## src/rtl/pcm_mux.sv

```systemverilog
// Multiplexed-address ROM front end: per-channel address demux, round-robin
// arbitration onto a single ROM port, banked chip-select decode and access timeout.
module pcm_mux #(
  parameter int N_CH      = 2,
  parameter int PHASE_W   = 12,
  parameter int DW        = 8,
  parameter int BANK_BITS = 2,
  parameter int TMO       = 64
) (
  input  logic                      CLK,
  input  logic                      nRESET,
  input  logic                      MODE,
  input  logic [N_CH*PHASE_W-1:0]   CH_AD,
  input  logic [N_CH-1:0]           CH_MPX,
  input  logic [N_CH-1:0]           CH_nOE,
  output logic [N_CH*DW-1:0]        CH_D,
  output logic [N_CH-1:0]           CH_DOE,
  output logic [N_CH-1:0]           CH_VALID,
  output logic [2*PHASE_W-1:0]      A,
  output logic [2**BANK_BITS-1:0]   nCS,
  output logic                      ROM_REQ,
  input  logic                      ROM_ACK,
  input  logic [DW-1:0]             ROM_D,
  output logic [N_CH-1:0]           ERR,
  input  logic                      ERR_CLR
);

  localparam int AW    = 2 * PHASE_W;
  localparam int NCS_W = 2 ** BANK_BITS;
  localparam int GW    = (N_CH > 1) ? $clog2(N_CH) : 1;
  localparam int CW    = $clog2(TMO + 1);

  typedef enum logic {S_IDLE, S_REQ} state_t;

  state_t            state;
  logic [N_CH-1:0]   mpx_s1, mpx_s2, mpx_d;
  logic [N_CH-1:0]   noe_s1, noe_s2, noe_d;
  logic [N_CH-1:0]   mpx_rise, mpx_fall, noe_rise, noe_fall;
  logic [AW-1:0]     addr_q [N_CH];
  logic [DW-1:0]     ch_d_q [N_CH];
  logic [N_CH-1:0]   pending;
  logic [GW-1:0]     gnt;
  logic [CW-1:0]     tmo_cnt;

  logic [GW-1:0]     pick;
  logic [GW-1:0]     rr_idx;
  logic              any_pend;
  logic [AW-1:0]     pick_addr;
  logic [NCS_W-1:0]  ncs_next;

  assign mpx_rise = mpx_s2 & ~mpx_d;
  assign mpx_fall = ~mpx_s2 & mpx_d;
  assign noe_rise = noe_s2 & ~noe_d;
  assign noe_fall = ~noe_s2 & noe_d;
  assign CH_DOE   = ~noe_s2;

  genvar gi;
  for (gi = 0; gi < N_CH; gi++) begin : g_dout
    assign CH_D[gi*DW +: DW] = ch_d_q[gi];
  end

  // Strobes arrive from another clock domain; the third stage is the edge reference.
  always_ff @(posedge CLK or negedge nRESET) begin
    if (!nRESET) begin
      mpx_s1 <= '0;
      mpx_s2 <= '0;
      mpx_d  <= '0;
      noe_s1 <= '1;
      noe_s2 <= '1;
      noe_d  <= '1;
      for (int i = 0; i < N_CH; i++) addr_q[i] <= '0;
    end else begin
      // NOTE: non-blocking everywhere in clocked logic so the chain shifts by one stage per edge.
      mpx_s1 <= CH_MPX;
      mpx_s2 <= mpx_s1;
      mpx_d  <= mpx_s2;
      noe_s1 <= CH_nOE;
      noe_s2 <= noe_s1;
      noe_d  <= noe_s2;
      for (int i = 0; i < N_CH; i++) begin
        if (mpx_rise[i]) addr_q[i][PHASE_W-1:0]  <= CH_AD[i*PHASE_W +: PHASE_W];
        if (mpx_fall[i]) addr_q[i][AW-1:PHASE_W] <= CH_AD[i*PHASE_W +: PHASE_W];
      end
    end
  end

  // Round-robin: scan downward so the channel nearest last grant + 1 is picked.
  always_comb begin
    // NOTE: every comb output gets a default first, otherwise a latch is inferred.
    pick     = gnt;
    any_pend = 1'b0;
    rr_idx   = '0;
    for (int k = N_CH; k >= 1; k--) begin
      rr_idx = GW'((int'(gnt) + k) % N_CH);
      if (pending[rr_idx]) begin
        pick     = rr_idx;
        any_pend = 1'b1;
      end
    end
  end

  assign pick_addr = addr_q[pick];
  assign ncs_next  = MODE ? '1 : ~(NCS_W'(1) << pick_addr[AW-3 -: BANK_BITS]);

  always_ff @(posedge CLK or negedge nRESET) begin
    if (!nRESET) begin
      state    <= S_IDLE;
      ROM_REQ  <= 1'b0;
      A        <= '0;
      nCS      <= '1;
      gnt      <= GW'(N_CH - 1);
      tmo_cnt  <= '0;
      pending  <= '0;
      CH_VALID <= '0;
      ERR      <= '0;
      // NOTE: the data hold registers are reset because they are visible outputs.
      for (int i = 0; i < N_CH; i++) ch_d_q[i] <= '0;
    end else begin
      ERR <= ERR & ~{N_CH{ERR_CLR}};
      for (int i = 0; i < N_CH; i++) begin
        if (noe_rise[i]) begin
          pending[i]  <= 1'b0;
          CH_VALID[i] <= 1'b0;
        end
      end

      case (state)
        S_IDLE: begin
          if (any_pend) begin
            gnt     <= pick;
            A       <= pick_addr;
            nCS     <= ncs_next;
            ROM_REQ <= 1'b1;
            tmo_cnt <= '0;
            state   <= S_REQ;
          end
        end
        S_REQ: begin
          if (ROM_ACK) begin
            ch_d_q[gnt]  <= ROM_D;
            pending[gnt] <= 1'b0;
            if (!noe_s2[gnt]) CH_VALID[gnt] <= 1'b1;
            ROM_REQ      <= 1'b0;
            state        <= S_IDLE;
          end else if (tmo_cnt == CW'(TMO - 1)) begin
            ERR[gnt]     <= 1'b1;
            pending[gnt] <= 1'b0;
            ROM_REQ      <= 1'b0;
            state        <= S_IDLE;
          end else begin
            tmo_cnt <= tmo_cnt + 1'b1;
          end
        end
        default: state <= S_IDLE;
      endcase

      // A fresh request edge outranks the completion clear above (later assignment wins).
      for (int i = 0; i < N_CH; i++) begin
        if (noe_fall[i]) pending[i] <= 1'b1;
      end
    end
  end

endmodule
```

## config.mk

```make
export PLATFORM = sky130hd
export DESIGN_NAME = pcm_mux
export DESIGN_NICKNAME = d
export VERILOG_FILES = /design/src/rtl/pcm_mux.sv
export SDC_FILE = /design/constraint.sdc
export NUM_CORES = 1
export LEC_CHECK = 0
export ABC_AREA = 0
export CORE_UTILIZATION = 60
export CTS_BUF_LIST = sky130_fd_sc_hd__clkbuf_8
export CTS_CLUSTER_DIAMETER = 200
export CTS_CLUSTER_SIZE = 24
export DETAILED_ROUTE_END_ITERATION = 10
export DONT_BUFFER_PORTS = 1
export GPL_ROUTABILITY_DRIVEN = 0
export HOLD_SLACK_MARGIN = 0.15
export PLACE_DENSITY = 0.79
export SLEW_MARGIN = 25
export SYNTH_ARGS = -nofsm -noshare
export SYNTH_HDL_FRONTEND = slang
export SYNTH_SLANG_ARGS = --single-unit
```

## constraint.sdc

```tcl
create_clock -name CLK -period 1.9 [get_ports CLK]
set_clock_uncertainty 0.2 [all_clocks]
set_input_delay 0 -clock CLK [delete_from_list [all_inputs] [get_ports CLK]]
set_output_delay 0 -clock CLK [all_outputs]
set_load 0.1 [all_outputs]
```

==> results of run 1 <==
-- final cells by class --
type                    instances  area, um^2
clock buffers                  19         262
clock inverters                13         179
fillers                       372        1170
inverters                       9        33.8
multi-input cells             211        1680
flip-flops and latches        120        3020
well taps                     102         128
repair buffers                140        1260
-- per-layer routing --
layer  GRT usage (%)  vias up  wire (um)
met1            32.4     1711       4360
met3            8.38       27        690
met2            54.9      127       6280
met4            12.6        0        272
li1                -     1542          -
met5               0        -          0
-- registers in the layout, summed over array words and instances, names as in the netlist --
| signal | count |
|---|---|
| addr_q | 48 |
| mpx_s1 | 2 |
| noe_s1 | 2 |
| ERR | 2 |
| CH_VALID | 2 |
| state | 1 |
| pending | 2 |
| mpx_s2 | 2 |
| ROM_REQ | 1 |
| mpx_d | 2 |
| gnt | 1 |
| CH_D | 16 |
| noe_s2 | 2 |
| A | 24 |
| nCS | 4 |
| noe_d | 2 |
| tmo_cnt | 7 |
-- stage by stage --
step                worst slack (ns)  utilization [%]  TNS [ns]
floorplan                      0.110                -         0
global placement               0.122             69.0         0
detailed placement            0.0275             69.0         0
CTS                          0.00860             84.8         0
global route                 -0.0559             84.8    -0.482
finish                        0.0133             84.8         0
-- cells in the final DEF, fill, tap and decap left out, types with 3 or more instances in the layout --
master           n
nor2b_1          4
nand3_1          5
dfrtp_1        109
dlygate4sd3_1   78
mux2_2          64
mux2i_1         25
buf_4           61
clkbuf_8        19
bufinv_16        4
a31oi_1          3
inv_1           10
nor2_1           8
dfstp_2         11
nand2_1         36
o21ai_0         34
xnor2_1          3
clkinvlp_4       5
-- cell families (layout without fill, tap and decap cells) --
kind of cell / after synthesis / count (layout) / share of synthesized area [%]
buf+inv: 25 / 181 / 2.68
xor+xnor: 3 / 3 / 0.547
flops: 120 / 120 / 62.8
mux: 90 / 90 / 20.5
compound gates: 55 / 55 / 7.42
simple gates: 62 / 62 / 5.78
fa+ha+maj: 1 / 1 / 0.260
-- path summary, 6_finish.rpt --
| path | to | slack [ns] | cells past startpoint |
|---|---|---|---|
| max in group asynchronous | nCS[1] | 2.19 | 0 |
| hold / removal | A[8] | -0.93 | 0 |
| setup / recovery | nCS[1] | 0.01 | 4 |
| setup reg to reg | nCS[1] | 0.01 | 4 |
| hold reg to reg | mpx_s2[0] | 0.15 | 0 |
| min in group CLK | mpx_s2[0] | 0.15 | 0 |
==> metrics.md, run 1 <==
| Metric | Value |
|---|---|
| Htree depth | 4 |
| Max transition margin | 66.3% |
| Pin count of the biggest net entering global routing | between 100 and 150 |
| Crit path launch | gnt |
| Crit path time final | 1.89 ns |
| HP Class | in -> async |
| Non-Filler Instances | 614 |
| F_max | 0.530 GHz |
| Status | finished, violations left |
| Crit share post-route | roughly 100% |
| Top FF cell, synth | dfrtp_1 |
| Placed cell area | 0.00533 mm^2 |
| Yosys cell types | 40 |
| Crit Path Class | reg -> reg |
| Post-synthesis sequential area ratio | 62.8% |
| CTS resizes | 0 |
| Post-Synthesis Cells | 356 |
| Syn. warnings | 0 |
| WL/cell | about 19 um |
| Io pins | 92 |
| Synth area leader | dfrtp_1 |
| Pre-antenna DRT Iters | 4 |
| Longest Clk Path Bufs | 2 |
| Leading cell types by count after synthesis | dfrtp_1 (109), mux2_2 (64), nand2_1 (36) |
| FP Rows | 32 |
| Clk_lat worst skew | 0.42 ns |
| Setup violators final | 0 |
| RR Startpoint | gnt |
| Share of layout cells above drive strength 1 | 34.4% |
| First DRT Iteration DRCs | 161 |
| Avg Synthesized Cell Area | 13.5 um^2 |
| GRT overflow | 0 |
| Slew @ Worst Pin | slightly below 0.5 ns |
| Initial Util | 62.2% |
| CTS Sinks | 120 |
| Crit path cell chain | nand2_2 -> o21ai_4 -> mux2i_1 -> a41oi_1 |
| Root Buffer | clkbuf_8 |
| Nets | 541 |
| Dpl hpwl | 6520 um |
| CP Capture Type | register |
| Routed wire length | 11600 um |
| Crit path largest cell delay | roughly 0.65 ns |
| Buffers added on ports | 0 |
| Synthesized area | 0.00480 mm^2 |
| Layout area overhead | 36.4% |
| DR vias | approximately 3400 |
| Critical Path AT | 2.00 ns |
| Synth area leaders | dfrtp_1 (57%), mux2_2 (15%), dfstp_2 (6.0%) |
| DR vias/cell | 5.55 |
| Seq cells post-synth | 120 |
| Hold slack | -0.929 ns |
| Die area | 0.00837 mm^2 |
| Final instance area | 0.00656 mm^2 |
| Post-synth EDFFs | 0 |
| TritonCTS buffer count | 17 |
| CTS tree | done |
| Post-CTS Repair Setup Buffers | 0 |
| Synth top area share | a little under three fifths |
| # diodes | 0 |
| CP max FO | 9 |
| Vias in the first global route | ~3600 |
| First-pass GRT wire length | around 18000 um |
| DR DRC count | 0 |
| Worst Path Required | 2.01 ns |
| CP bufs+invs | 0 |
| Die H | 91.5 um |
| Fraction of registers with async set/reset | 100% |
| Antenna Violating Nets Remaining | 0 |
| RSZ-0062 raised after global routing | true |
| Initial antenna violation count | 0 |
| Failing checks | negative hold slack |
| Post-Place Cells | 504 |
| Die width | roughly 90 um |
| Critical path launch point type | register |
| Cell family contributing the most delay on the critical path | flip-flops |
| Final hold vios | 120 |
| Syn_nets | 398 |
| Clock Pin Slew Worst Setup and Hold Paths | 0.08 ns |
| MaxCap Viol Count | 0 |
| Max-slew violation count | 0 |
| Total GRT Usage | 30.0% |
| Core area | 0.00773 mm^2 |
| CTS Hold Bufs | between 70 and 80 |
| Most common cell in the netlist | dfrtp_1 |
| CP max stage cell | dfstp_2 |
Power of run 1 is left out: the tool's default activity adds up to more than one toggle a clock period on the data nets, which glitch-free logic cannot reach.
==> inputs of run 2 (changes only) <==
--- a/config.mk
+++ b/config.mk
@@ -14,7 +14,7 @@
 export DONT_BUFFER_PORTS = 1
 export GPL_ROUTABILITY_DRIVEN = 0
 export HOLD_SLACK_MARGIN = 0.15
-export PLACE_DENSITY = 0.79
+export PLACE_DENSITY = 0.73
 export SLEW_MARGIN = 25
 export SYNTH_ARGS = -nofsm -noshare
 export SYNTH_HDL_FRONTEND = slang
==> run 2 against run 1 <==
Effect of this change: the run still ends with negative hold slack left; flip-flop and latch count stayed put; setup slack improved by 0.047 ns; critical path depth is 1 lower; count of clock-buffer cells in the layout grew 1; worst hold slack worse by 0.013 ns; register-to-register slack improved by 0.05 ns; core utilization up 0.24 points; via count fell by 3.1%; cell area increased by 0.29%.
==> metrics.md, run 2 (synthesized netlist as in run 1, its figures left out) <==
| Metric | Value |
|---|---|
| CP max FO | 8 (was 9) |
| Slew @ Worst Pin | 0.514 ns (was 0.491 ns) |
| Total GRT Usage | 27.6% (was 30.0%) |
| DR DRC count | 0 (unchanged) |
| Pin count of the biggest net entering global routing | 121 (unchanged) |
| Setup violators final | 0 (unchanged) |
| CP bufs+invs | 1 (was 0) |
| Share of layout cells above drive strength 1 | 35.2% (was 34.4%) |
| Critical path launch point type | register (unchanged) |
| Io pins | 92 (unchanged) |
| Failing checks | negative hold slack (unchanged) |
| CTS Sinks | 120 (unchanged) |
| Initial Util | 62.2% (unchanged) |
| Critical Path AT | 1.96 ns (was 2.00 ns) |
| TritonCTS buffer count | 17 (unchanged) |
| WL/cell | 17.4 um (was 18.9 um) |
| Top reg by flops | addr_q (unchanged) |
| Dpl hpwl | 6280 um (was 6520 um) |
| Crit path cell chain | buf_4 -> nand3_1 -> mux2_2 (was nand2_2 -> o21ai_4 -> mux2i_1 -> a41oi_1) |
| Buffers added on ports | 0 (unchanged) |
| Initial antenna violation count | 0 (unchanged) |
| DR vias | 3301 (was 3407) |
| Reg area | 0.00302 mm^2 (unchanged) |
| Final hold vios | 120 (unchanged) |
| Cell family contributing the most delay on the critical path | flip-flops (unchanged) |
| Core area | 0.00773 mm^2 (unchanged) |
| Hold slack | -0.942 ns (was -0.929 ns) |
| First-pass GRT wire length | 17100 um (was 18400 um) |
| Vias in the first global route | 3494 (was 3649) |
| Most common cell after layout, fill and taps aside | dfrtp_1 (unchanged) |
| Max reg flops | 48 (unchanged) |
| RR Startpoint | gnt (unchanged) |
| DR vias/cell | 5.36 (was 5.55) |
| Die H | 91.5 um (unchanged) |
| First DRT Iteration DRCs | 106 (was 161) |
| Crit share post-route | 96.8% (was 99.3%) |
| Clk_lat worst skew | 0.43 ns (was 0.42 ns) |
| FP Rows | 32 (unchanged) |
| RSZ-0062 raised after global routing | false (was true) |
| Crit path launch | gnt (unchanged) |
| Die area | 0.00837 mm^2 (unchanged) |
| Final Core Density | 85.1% (was 84.8%) |
| Crit Path Class | reg -> reg (unchanged) |
| Nets | 543 (was 541) |
| Longest Clk Path Bufs | 2 (unchanged) |
| Pre-antenna DRT Iters | 4 (unchanged) |
| Multi-input gate area | 0.00168 mm^2 (about the same) |
| Filler cells | 386 (was 372) |
| GRT overflow | 0 (unchanged) |
| CP Capture Type | register (unchanged) |
| # diodes | 0 (unchanged) |
| Commonest non-fill, non-tap cells in the layout | dfrtp_1 (109), dlygate4sd3_1 (78), mux2_2 (64) (unchanged) |
| Status | finished, violations left (unchanged) |
| Setup TNS | 0 ns (unchanged) |
| HP Class | in -> async (unchanged) |
| Max transition margin | 65.6% (was 66.3%) |
| Max-slew violation count | 0 (unchanged) |
| Htree depth | 4 (unchanged) |
| Clock Pin Slew Worst Setup and Hold Paths | 0.08 ns (about the same) |
| F_max | 0.543 GHz (was 0.530 GHz) |
| MaxCap Viol Count | 0 (unchanged) |
| Worst Path Required | 2.02 ns (was 2.01 ns) |
| Crit path largest cell delay | 0.60 ns (was 0.65 ns) |
| Post-CTS Repair Setup Buffers | 0 (unchanged) |
| CTS tree | done (unchanged) |
| Crit path time final | 1.84 ns (was 1.89 ns) |
| Root Buffer | clkbuf_8 (unchanged) |
| Die width | 91.5 um (unchanged) |
| CTS Hold Bufs | 78 (unchanged) |
| Antenna Violating Nets Remaining | 0 (unchanged) |
| CP max stage cell | dfstp_2 (unchanged) |
| Routed wire length | 10700 um (was 11600 um) |
| Layout area overhead | 36.8% (was 36.4%) |
## run 2: cell types whose count changed in the layout (fill, tap and decap cells not counted), moves of 2 or more
| cell | before | now |
|---|---|---|
| inv_6 | 1 | 3 |
| clkinv_4 | 0 | 2 |
| inv_1 | 10 | 8 |
| buf_4 | 61 | 63 |
## run 2: area by class of cell
| cell class | instances | share of cell area, % |
|---|---|---|
| inverter | 9 | 0.514 |
| tap | 102 | 1.94 |
| timing repair buffer | 142 | 19.4 |
| clock buffer | 20 | 4.19 |
| clock inverter | 12 | 2.49 |
| multi-input combinational | 211 | 25.6 |
| sequential | 120 | 45.9 |
## run 2: routing by layer
metal  share of wire, %  wire length, um  vias up  GRT usage, %
li1                   -                -     1542             -
met1                 41             4340     1660          30.4
met2                 54             5830       82          50.0
met3                3.8              407       17          7.71
met4                1.3              135        0          10.8
met5                  0                0        -             0
## run 2: per-stage QoR
step           instance area (um^2)  instances  hold slack [ns]  worst slack (ns)
2_1_floorplan                  4800        356           -0.496             0.110
3_3_place_gp                   5350        506           -0.493             0.120
3_5_place_dp                   5350        506           -0.492            0.0998
4_1_cts                        6570        616           -0.956            0.0949
5_1_grt                        6570        616           -0.974           0.00253
6_report                       6570        616           -0.942            0.0600
## run 2: timing repair
item / CTS / global route
gates resized for setup: 0 / 1
setup endpoints to repair: 0 / 2
endpoints found under the hold margin: 207 / 120
## run 2: final timing paths
check | to | cells after the start | slack, ns
worst max-delay path | CH_D[12] | 3 | 0.06
worst min-delay path | CH_D[12] | 0 | -0.94
worst max register to register | CH_D[12] | 3 | 0.06
worst min register to register | mpx_s2[0] | 0 | 0.15
max in group asynchronous | gnt | 0 | 2.22
min in group CLK | mpx_s2[0] | 0 | 0.15
Power of run 2 is left out for the same reason.
==> inputs of run 3 (changes only) <==
--- a/config.mk
+++ b/config.mk
@@ -13,6 +13,7 @@
 export DETAILED_ROUTE_END_ITERATION = 10
 export DONT_BUFFER_PORTS = 1
 export GPL_ROUTABILITY_DRIVEN = 0
+export GPL_TIMING_DRIVEN = 0
 export HOLD_SLACK_MARGIN = 0.15
 export PLACE_DENSITY = 0.73
 export SLEW_MARGIN = 25
==> run 3 against run 2 <==
Effect of this change: the run ends with negative hold slack, negative setup slack left; cell area is 3.5% lower; first-iteration DRC count is 17% higher; critical path depth is 1 higher; routed wire length is 3.2% higher; final cell count is 5.7% lower; via count is 2.7% lower; die area stayed put; highest routed layer unchanged; global-route usage is 1.2 points higher.
==> metrics.md, run 3 (synthesized netlist as in run 1, its figures left out) <==
| Metric | Value |
|---|---|
| Status | finished, violations left (unchanged) |
| Failing checks | negative hold slack, negative setup slack (was negative hold slack) |
| Worst Setup Slack, final | -0.00103 ns (was 0.0600 ns) |
| HP Class | in -> async (unchanged) |
| FP Rows | 32 (unchanged) |
| TritonCTS buffer count | 17 (unchanged) |
| CTS tree | done (unchanged) |
| Htree depth | 4 (unchanged) |
| Max transition margin | 37.1% (was 65.6%) |
| MaxCap Viol Count | 0 (unchanged) |
| Initial Util | 62.2% (unchanged) |
| Max-slew violation count | 0 (unchanged) |
| Final instance area | 0.00634 mm^2 (was 0.00657 mm^2) |
| F_max | 0.526 GHz (was 0.543 GHz) |
| CP max FO | 3 (was 8) |
| Top reg by flops | addr_q (unchanged) |
| Max reg flops | 48 (unchanged) |
| Root Buffer | clkbuf_8 (unchanged) |
| WL/cell | 19.0 um (was 17.4 um) |
| RSZ-0062 raised after global routing | true (was false) |
| Buffers added on ports | 0 (unchanged) |
| Die H | 91.5 um (unchanged) |
| Setup slack, reg-to-reg | -0.001 ns (was 0.06 ns) |
| GRT overflow | 0 (unchanged) |
| Vias in the first global route | 3516 (was 3494) |
| Antenna Violating Nets Remaining | 0 (unchanged) |
| Longest Clk Path Bufs | 2 (unchanged) |
| Worst Path Required | 2.02 ns (about the same) |
| Crit Path Class | reg -> reg (unchanged) |
| Crit path time final | 1.90 ns (was 1.84 ns) |
| # diodes | 0 (unchanged) |
| CTS Hold Bufs | 82 (was 78) |
| Pin count of the biggest net entering global routing | 121 (unchanged) |
| Pre-CTS WS | -0.139 ns (was 0.0998 ns) |
| Nets | 508 (was 543) |
| Final hold vios | 120 (unchanged) |
| Core area | 0.00773 mm^2 (unchanged) |
| Initial antenna violation count | 0 (unchanged) |
| Commonest non-fill, non-tap cells in the layout | dfrtp_1 (109), dlygate4sd3_1 (82), mux2_2 (64) (was dfrtp_1 (109), dlygate4sd3_1 (78), mux2_2 (64)) |
| Layout area overhead | 32.0% (was 36.8%) |
| Share of layout cells above drive strength 1 | 30.3% (was 35.2%) |
| Total GRT Usage | 28.8% (was 27.6%) |
| DR vias/cell | 5.53 (was 5.36) |
| Die width | 91.5 um (unchanged) |
| Setup violators final | 1 (was 0) |
| DR DRC count | 0 (unchanged) |
| CTS Sinks | 120 (unchanged) |
| Placed cell area | 0.00493 mm^2 (was 0.00535 mm^2) |
| Setup TNS | -0.00103 ns (was 0 ns) |
| Clk_lat worst skew | 0.44 ns (was 0.43 ns) |
| DR vias | 3213 (was 3301) |
| Most common cell after layout, fill and taps aside | dfrtp_1 (unchanged) |
| Final Core Density | 82.1% (was 85.1%) |
| Slew @ Worst Pin | 0.943 ns (was 0.514 ns) |
| Io pins | 92 (unchanged) |
| Critical path launch point type | register (unchanged) |
| Clock Pin Slew Worst Setup and Hold Paths | 0.07 ns (was 0.08 ns) |
| Die area | 0.00837 mm^2 (unchanged) |
| Dpl hpwl | 6170 um (was 6280 um) |
| Routed wire length | 11100 um (was 10700 um) |
| Filler cells | 436 (was 386) |
| Critical Path AT | 2.02 ns (was 1.96 ns) |
| Crit share post-route | 100% (was 96.8%) |
| First DRT Iteration DRCs | 124 (was 106) |
| CP Capture Type | register (unchanged) |
| Hold slack | -0.944 ns (was -0.942 ns) |
| First-pass GRT wire length | 17700 um (was 17100 um) |
| Pre-antenna DRT Iters | 4 (unchanged) |
==> run 3: cell count changes in the layout (fill, tap and decap cells not counted), sizes merged <==
cell | before | now
buf | 64 | 21
bufinv | 3 | 5
clkbuf | 20 | 23
dlygate4sd3 | 78 | 82
inv | 12 | 11
==> run 3: stage by stage <==
| step | hold slack [ns] | cells |
|---|---|---|
| 2_1_floorplan | -0.496 | 356 |
| 3_3_place_gp | -0.493 | 458 |
| 3_5_place_dp | -0.493 | 458 |
| 4_1_cts | -0.967 | 572 |
| 5_1_grt | -0.979 | 581 |
| 6_report | -0.944 | 581 |
==> run 3: area by class of cell <==
cell class	count	area, um^2	area share, %
Clock inverter	13	216	3.41
Inverter	9	40.0	0.631
Multi-Input combinational cell	211	1680	26.5
Timing Repair Buffer	91	886	14.0
Tap cell	102	128	2.01
Buffer	16	114	1.80
Clock buffer	19	262	4.12
Sequential cell	120	3020	47.6
==> run 3: critical path: stages (launching register included) <==
cell and delay, ns:
dfstp_2 0.56, clkinvlp_4 0.45, o21ai_2 0.31, a2bb2oi_1 0.18
o21ai_1 0.09
==> run 3: routing by layer <==
metal / share of wire (%) / up-vias / GRT usage (%)
li1: - / 1480 / -
met5: 0 / - / 0
met4: 2.2 / 0 / 11.1
met3: 4.9 / 26 / 10.1
met1: 40 / 1616 / 32.0
met2: 52 / 91 / 50.6
==> run 3: timing repair <==
item                                   4_1_cts  5_1_grt
setup buffers                                0        8
pin swaps                                    0        2
gates cloned                                 0        1
gates resized for setup                      1       18
endpoints found under the hold margin      207      120
setup endpoints to repair                   10       34
==> run 3: final timing paths <==
path / startpoint / end / cells after the start
hold reg to reg: mpx_s1[0] / mpx_s2[0] / 0
max in group asynchronous: nRESET / noe_d[0] / 0
min in group CLK: mpx_s1[0] / mpx_s2[0] / 0
hold / removal: nRESET / ROM_REQ / 0
setup / recovery: noe_s2[1] / pending[1] / 4
setup reg to reg: noe_s2[1] / pending[1] / 4
Power of run 3 is left out for the same reason.
